## config.mk

```make
export PLATFORM = sky130hd
export DESIGN_NAME = f_fetch_stage_flat
export DESIGN_NICKNAME = d
export VERILOG_FILES = /design/src/rtl/f_fetch_stage_if.sv /design/src/rtl/f_fetch_stage.sv /design/src/flat_wrapper.sv
export SDC_FILE = /design/constraint.sdc
export NUM_CORES = 1
export LEC_CHECK = 0
export CAP_MARGIN = 20
export CORE_AREA = 2 2 116 118
export DETAILED_ROUTE_END_ITERATION = 16
export DIE_AREA = 0 0 118 120
export PLACE_DENSITY = 0.74
export RECOVER_POWER = 100
export SLEW_MARGIN = 5
export SYNTH_ARGS = -nofsm -noshare
export SYNTH_HDL_FRONTEND = slang
export SYNTH_SLANG_ARGS = --single-unit
```

## constraint.sdc

```tcl
create_clock -name clk -period 5.5 [get_ports clk]
set_clock_uncertainty 0.1 [all_clocks]
set_input_delay 1.1 -clock clk [delete_from_list [all_inputs] [get_ports clk]]
set_output_delay 1.1 -clock clk [all_outputs]
set_load 0.05 [all_outputs]
```

## src/rtl/f_fetch_stage_if.sv

```systemverilog
// Fetch-stage bundle: next-PC controls from D/CP0, the instruction-memory port and the F/D outputs.
// The master modport is the fetch stage; the slave modport is its surrounding pipeline and memory.
interface f_fetch_stage_if;
    logic        req;
    logic        stall;
    logic        eret_d;
    logic [31:0] epc;
    logic [1:0]  npc_sel;
    logic [31:0] br_target;
    logic [31:0] j_target;
    logic [31:0] jr_target;
    logic        d_is_bj;
    logic [31:0] i_addr;
    logic [31:0] i_rdata;
    logic [31:0] instr_f;
    logic [31:0] pc_f;
    logic [31:0] pc_plus4_f;
    logic [4:0]  exccode_f;
    logic        isdelay_f;

    modport master (
        input  req, stall, eret_d, epc, npc_sel,
        input  br_target, j_target, jr_target, d_is_bj, i_rdata,
        output i_addr, instr_f, pc_f, pc_plus4_f, exccode_f, isdelay_f
    );

    modport slave (
        output req, stall, eret_d, epc, npc_sel,
        output br_target, j_target, jr_target, d_is_bj, i_rdata,
        input  i_addr, instr_f, pc_f, pc_plus4_f, exccode_f, isdelay_f
    );
endinterface

```

## src/rtl/f_fetch_stage.sv

```systemverilog
// MIPS fetch stage: owns the PC and selects next PC (reset > req > stall > eret > npc_sel); AdEL check under FETCH_ADEL_CHECK_EN.
// Latency: outputs are combinational from the PC register and i_rdata; the PC updates on each rising clk edge.
// Backpressure: stall holds the PC, but an exception-entry req always redirects.
module f_fetch_stage #(
    parameter logic [31:0] PC_RESET  = 32'h0000_3000,
    parameter logic [31:0] EXC_ENTRY = 32'h0000_4180,
    parameter logic [31:0] IMEM_LO   = 32'h0000_3000,
    parameter logic [31:0] IMEM_HI   = 32'h0000_6FFC
) (
    input  logic           clk,
    input  logic           reset,
    f_fetch_stage_if.master fif
);

    logic [31:0] pc_q;
    logic [31:0] pc_nxt;
    logic [31:0] pc_plus4;
    logic        squash;
    logic        adel;

    assign pc_plus4 = pc_q + 32'd4;

    always_comb begin
        pc_nxt = pc_plus4;
        if (fif.req) begin
            pc_nxt = EXC_ENTRY;
        end else if (fif.stall) begin
            pc_nxt = pc_q;
        end else if (fif.eret_d) begin
            pc_nxt = fif.epc;
        end else begin
            case (fif.npc_sel)
                2'd1:    pc_nxt = fif.br_target;
                2'd2:    pc_nxt = fif.j_target;
                2'd3:    pc_nxt = fif.jr_target;
                default: pc_nxt = pc_plus4;
            endcase
        end
    end

    always_ff @(posedge clk) begin
        if (reset) begin
            pc_q <= PC_RESET;
        end else begin
            pc_q <= pc_nxt;
        end
    end

    // eret has no delay slot: the word behind it is dropped only once it actually redirects.
    assign squash = fif.eret_d & ~fif.req & ~fif.stall;

`ifdef FETCH_ADEL_CHECK_EN
    assign adel = (pc_q[1:0] != 2'b00) || (pc_q < IMEM_LO) || (pc_q > IMEM_HI);
`else
    logic [63:0] unused_range;
    assign unused_range = {IMEM_LO, IMEM_HI};
    assign adel         = 1'b0;
`endif

    assign fif.i_addr     = pc_q;
    assign fif.pc_f       = pc_q;
    assign fif.pc_plus4_f = pc_plus4;
    assign fif.instr_f    = (squash || adel) ? 32'd0 : fif.i_rdata;
    assign fif.exccode_f  = (!squash && adel) ? 5'd4 : 5'd0;
    assign fif.isdelay_f  = squash ? 1'b0 : fif.d_is_bj;

endmodule

```

## src/flat_wrapper.sv

```systemverilog
// flat-port wrapper written by rule: the top's interface ports become plain ports
module f_fetch_stage_flat 
#(
    parameter logic [31:0] PC_RESET  = 32'h0000_3000,
    parameter logic [31:0] EXC_ENTRY = 32'h0000_4180,
    parameter logic [31:0] IMEM_LO   = 32'h0000_3000,
    parameter logic [31:0] IMEM_HI   = 32'h0000_6FFC
)
  (clk, reset, fif_req, fif_stall, fif_eret_d, fif_epc, fif_npc_sel, fif_br_target, fif_j_target, fif_jr_target, fif_d_is_bj, fif_i_rdata, fif_i_addr, fif_instr_f, fif_pc_f, fif_pc_plus4_f, fif_exccode_f, fif_isdelay_f);
  f_fetch_stage_if fif_i ();
  input  logic clk;
  input  logic reset;
  input wire logic [$bits(fif_i.req)-1:0] fif_req;
  input wire logic [$bits(fif_i.stall)-1:0] fif_stall;
  input wire logic [$bits(fif_i.eret_d)-1:0] fif_eret_d;
  input wire logic [$bits(fif_i.epc)-1:0] fif_epc;
  input wire logic [$bits(fif_i.npc_sel)-1:0] fif_npc_sel;
  input wire logic [$bits(fif_i.br_target)-1:0] fif_br_target;
  input wire logic [$bits(fif_i.j_target)-1:0] fif_j_target;
  input wire logic [$bits(fif_i.jr_target)-1:0] fif_jr_target;
  input wire logic [$bits(fif_i.d_is_bj)-1:0] fif_d_is_bj;
  input wire logic [$bits(fif_i.i_rdata)-1:0] fif_i_rdata;
  output wire logic [$bits(fif_i.i_addr)-1:0] fif_i_addr;
  output wire logic [$bits(fif_i.instr_f)-1:0] fif_instr_f;
  output wire logic [$bits(fif_i.pc_f)-1:0] fif_pc_f;
  output wire logic [$bits(fif_i.pc_plus4_f)-1:0] fif_pc_plus4_f;
  output wire logic [$bits(fif_i.exccode_f)-1:0] fif_exccode_f;
  output wire logic [$bits(fif_i.isdelay_f)-1:0] fif_isdelay_f;
  assign fif_i.req = fif_req;
  assign fif_i.stall = fif_stall;
  assign fif_i.eret_d = fif_eret_d;
  assign fif_i.epc = fif_epc;
  assign fif_i.npc_sel = fif_npc_sel;
  assign fif_i.br_target = fif_br_target;
  assign fif_i.j_target = fif_j_target;
  assign fif_i.jr_target = fif_jr_target;
  assign fif_i.d_is_bj = fif_d_is_bj;
  assign fif_i.i_rdata = fif_i_rdata;
  assign fif_i_addr = fif_i.i_addr;
  assign fif_instr_f = fif_i.instr_f;
  assign fif_pc_f = fif_i.pc_f;
  assign fif_pc_plus4_f = fif_i.pc_plus4_f;
  assign fif_exccode_f = fif_i.exccode_f;
  assign fif_isdelay_f = fif_i.isdelay_f;
  f_fetch_stage #(.PC_RESET(PC_RESET), .EXC_ENTRY(EXC_ENTRY), .IMEM_LO(IMEM_LO), .IMEM_HI(IMEM_HI)) u_core (.clk(clk), .reset(reset), .fif(fif_i));
endmodule
```

==> results.md <==
* Status: finished, violations left
* Failing checks: max-capacitance violations, max-slew violations
* Die Wd at 118 microns
* Core area at 12980 sq um
* IO Pins at 302
* Combinational group share of total power at 49.1%
* Delay of the slowest cell on the worst path at 0.97 ns
* Dominant cell by count in the synthesized netlist: buf_4
* Gpl congestion at 0.9135
* Num CTS Buffers at 5
* Ratio of final minimum period to clock period at 84.75%
* Clk network pwr share at 26.6%
* Post-synth top area cell: dfxtp_1
* Synthesized flop and latch total at 32
* Synth Flop Type: dfxtp_1
* Synth Cell Area at 3676 sq um
* DRT iter0 DRCs at 325
* Sequential area share after synthesis at 17.43%
* Max reg flops at 30
* Internal power at 0.6626 mW
* Overflow after GRT at 0
* Routed len/inst at 19.47 microns
* CP endpoint kind: primary output
* Setup Fix Bufs, Post-CTS at 0
* Area share of the largest cell type after synthesis at 17.43%
* Drt first pass iters at 5
* Number of synthesized flops with an enable pin at 0
* Setup crit start: u_core.fif.i_addr[8]
* Minimum clock period at 4.661 ns
* Lkg Pwr at 2.696 nW
* Layout fillers at 1214
* Drt total wl at 17470 microns
* Max cap viols at 1
* DIE HEIGHT at 120 microns
* Worst min path class: flop to flop
* Critical path's slowest cell: nor4_1
* Vias/cell at 5.304
* RSZ-0062 raised after global routing: false
* Kind of start point of the critical path: flop
* Final worst slack at 0.8386 ns
* Layout Cells excl Fill at 897
* Area post-placement at 6479 sq um
* Synth top area cells: dfxtp_1 17%, buf_4 8.0%, mux2_2 7.0%
* IO buf count at 296
* Sw Pwr at 0.4376 mW
* Crit path kind: flop to primary output
* Initial antenna violation count at 0
* Hold_ws at 0.4111 ns
* Die ar. at 14160 sq um
* Layout cells sized above 1 at 8.599%
* Starting Density at 28.32%
* Worst Max-Slew Pin Slew at 1.853 ns
* Max_slew headroom at -23.54%
* Sw frac at 39.77%
* Final hold viol count at 0
* # placed instances at 889
* Total Routing Usage GR at 23.31%
* Final Cell Area at 6623 sq um
* Synth Warn # at 0
* Pins Over Slew Limit at 37
* Area Growth Syn to Fin at 80.16%
* Maximum buffer depth of the clock tree at 2
* CTS root buf: clkbuf_16
* Seq pwr share at 24.3%
* Worst slack, placed at 1.149 ns
* VDD IR-drop max at 120.7 uV
* Power Dens Cells at 166.1 nW/um^2
* Row count at 42
* Post-CTS Resized at 0
* Reg-to-reg startpoint: u_core.fif.i_addr[8]
* First-pass GRT wire length at 26190 microns
* Vias post-DR at 4758
* Vias in the first global route at 4697
* Finish-stage setup viols at 0
* Largest net degree at the start of global routing at 43
* Top post-synthesis cells by count: 39 x buf_4, 34 x nor2b_1, 32 x dfxtp_1, 32 x nand2_1, 31 x a21oi_1
* FFs w/ async S/R, synth at 0%
* # nets final at 890
* Setup TNS at 0 ns
* Synth Instances at 482
* # DRC at 0
* Hold Buf Count CTS at 0
* Sink Count at 32
* Crit path DAT at 3.46 ns
* Post-detail-place hpwl at 13950 microns
* Crit-path cells: nand4_2, nor4_1, nand3_1, xnor2_1, dlygate4sd3_1
* Final ANT Viol Nets at 0
* Max FO, Critical Path at 10
* Fmax at 214.5 MHz
* Worst-Skew Late Latency at 0.28 ns
* # diodes at 0
* CTS H-tree depth at 2
* Required time of the critical path at 4.30 ns
* CTS tree: built
* Post-synthesis cell type count at 59
* Mean Syn Cell Area at 7.627 sq um
* CTS clk-pin slew, worst paths at 0.05 ns
-- layout make-up --
class	instances	area [sq um]	share of cell area (%)
Clock buffer	7	152.6	2.305
Inverter	19	71.32	1.077
Multi-Input combinational cell	358	2531	38.22
Sequential cell	32	640.6	9.673
Tap cell	176	220.2	3.325
Timing Repair Buffer	305	3007	45.40
-- per-stage QoR --
stage / util, % / power [mW]
after floorplan: - / 0.5912
after global placement: 49.91 / 0.8242
after detailed placement: 49.91 / 0.8286
after CTS: 51.09 / 1.116
after global routing: 51.02 / 1.136
final: 51.02 / 1.100
-- layer usage --
metal	vias to the layer above	GRT usage, %	part of all wire [%]
met3	30	4.135	8.7
li1	2212	-	-
met5	-	0	0
met1	2215	29.72	39
met2	301	40.30	50
met4	0	6.627	2.0
-- worst paths after layout --
check,depth (start not counted),endpoint,slack (ns)
worst max-delay path,5,fif_pc_plus4_f[24],0.84
worst min-delay path,2,flop,0.41
worst max register to register,5,u_core.fif.i_addr[30],2.79
worst min register to register,2,flop,0.41
-- power by group through the flow --
stage          Clock [mW]  Combinational, mW  Sequential, mW
4_1_cts             0.291              0.557           0.268
3_5_place_dp            0              0.556           0.273
2_1_floorplan           0              0.290           0.301
3_3_place_gp            0              0.552           0.272
6_report            0.293              0.540           0.268
5_1_grt             0.302              0.564           0.270
-- placed cells by master (no fill, tap or decap), types with 3 or more instances in the layout --
cell type and count:
nand3_1 10, a221o_1 11, clkdlybuf4s50_1 164, nor2_1 28, o22ai_1 8, buf_4 9
conb_1 5, clkbuf_1 3, nor3_1 15, mux4_2 6, mux2i_1 4, dlygate4sd3_1 126
o21ai_0 29, xnor2_1 20, a221oi_1 13, nand4_1 10, mux2_2 23, a22oi_1 4
a211oi_1 3, o31a_1 5, a21oi_1 31, or2_2 3, nor4_4 3, clkbuf_16 5
and4_1 5, nand2_1 32, nor2b_1 33, and3_1 5, dfxtp_1 32, nor4_1 3
inv_1 19, a31oi_1 8, xor2_1 6, a41oi_1 3
-- cells by family (layout without fill, tap and decap cells) --
group,count (synthesis),after routing,share of synthesized area (%)
AO/OA/AOI/OAI,134,134,24.75
AND/OR/NAND/NOR,159,159,25.39
buffers and inverters,96,331,13.99
adder cells (fa/ha/maj),1,1,0.3403
flip-flops,32,32,17.43
other,1,5,0.1020
XOR/XNOR,26,26,6.195
multiplexers,33,33,11.81
-- worst max-delay path, delay by kind of cell, from the launching register on --
family,cells,cell delay (ns)
simple gates,3,1.58
flops,1,0.50
buf+inv,1,0.89
xor+xnor,1,0.21
Note: power is estimated with default switching activity, not from simulation.
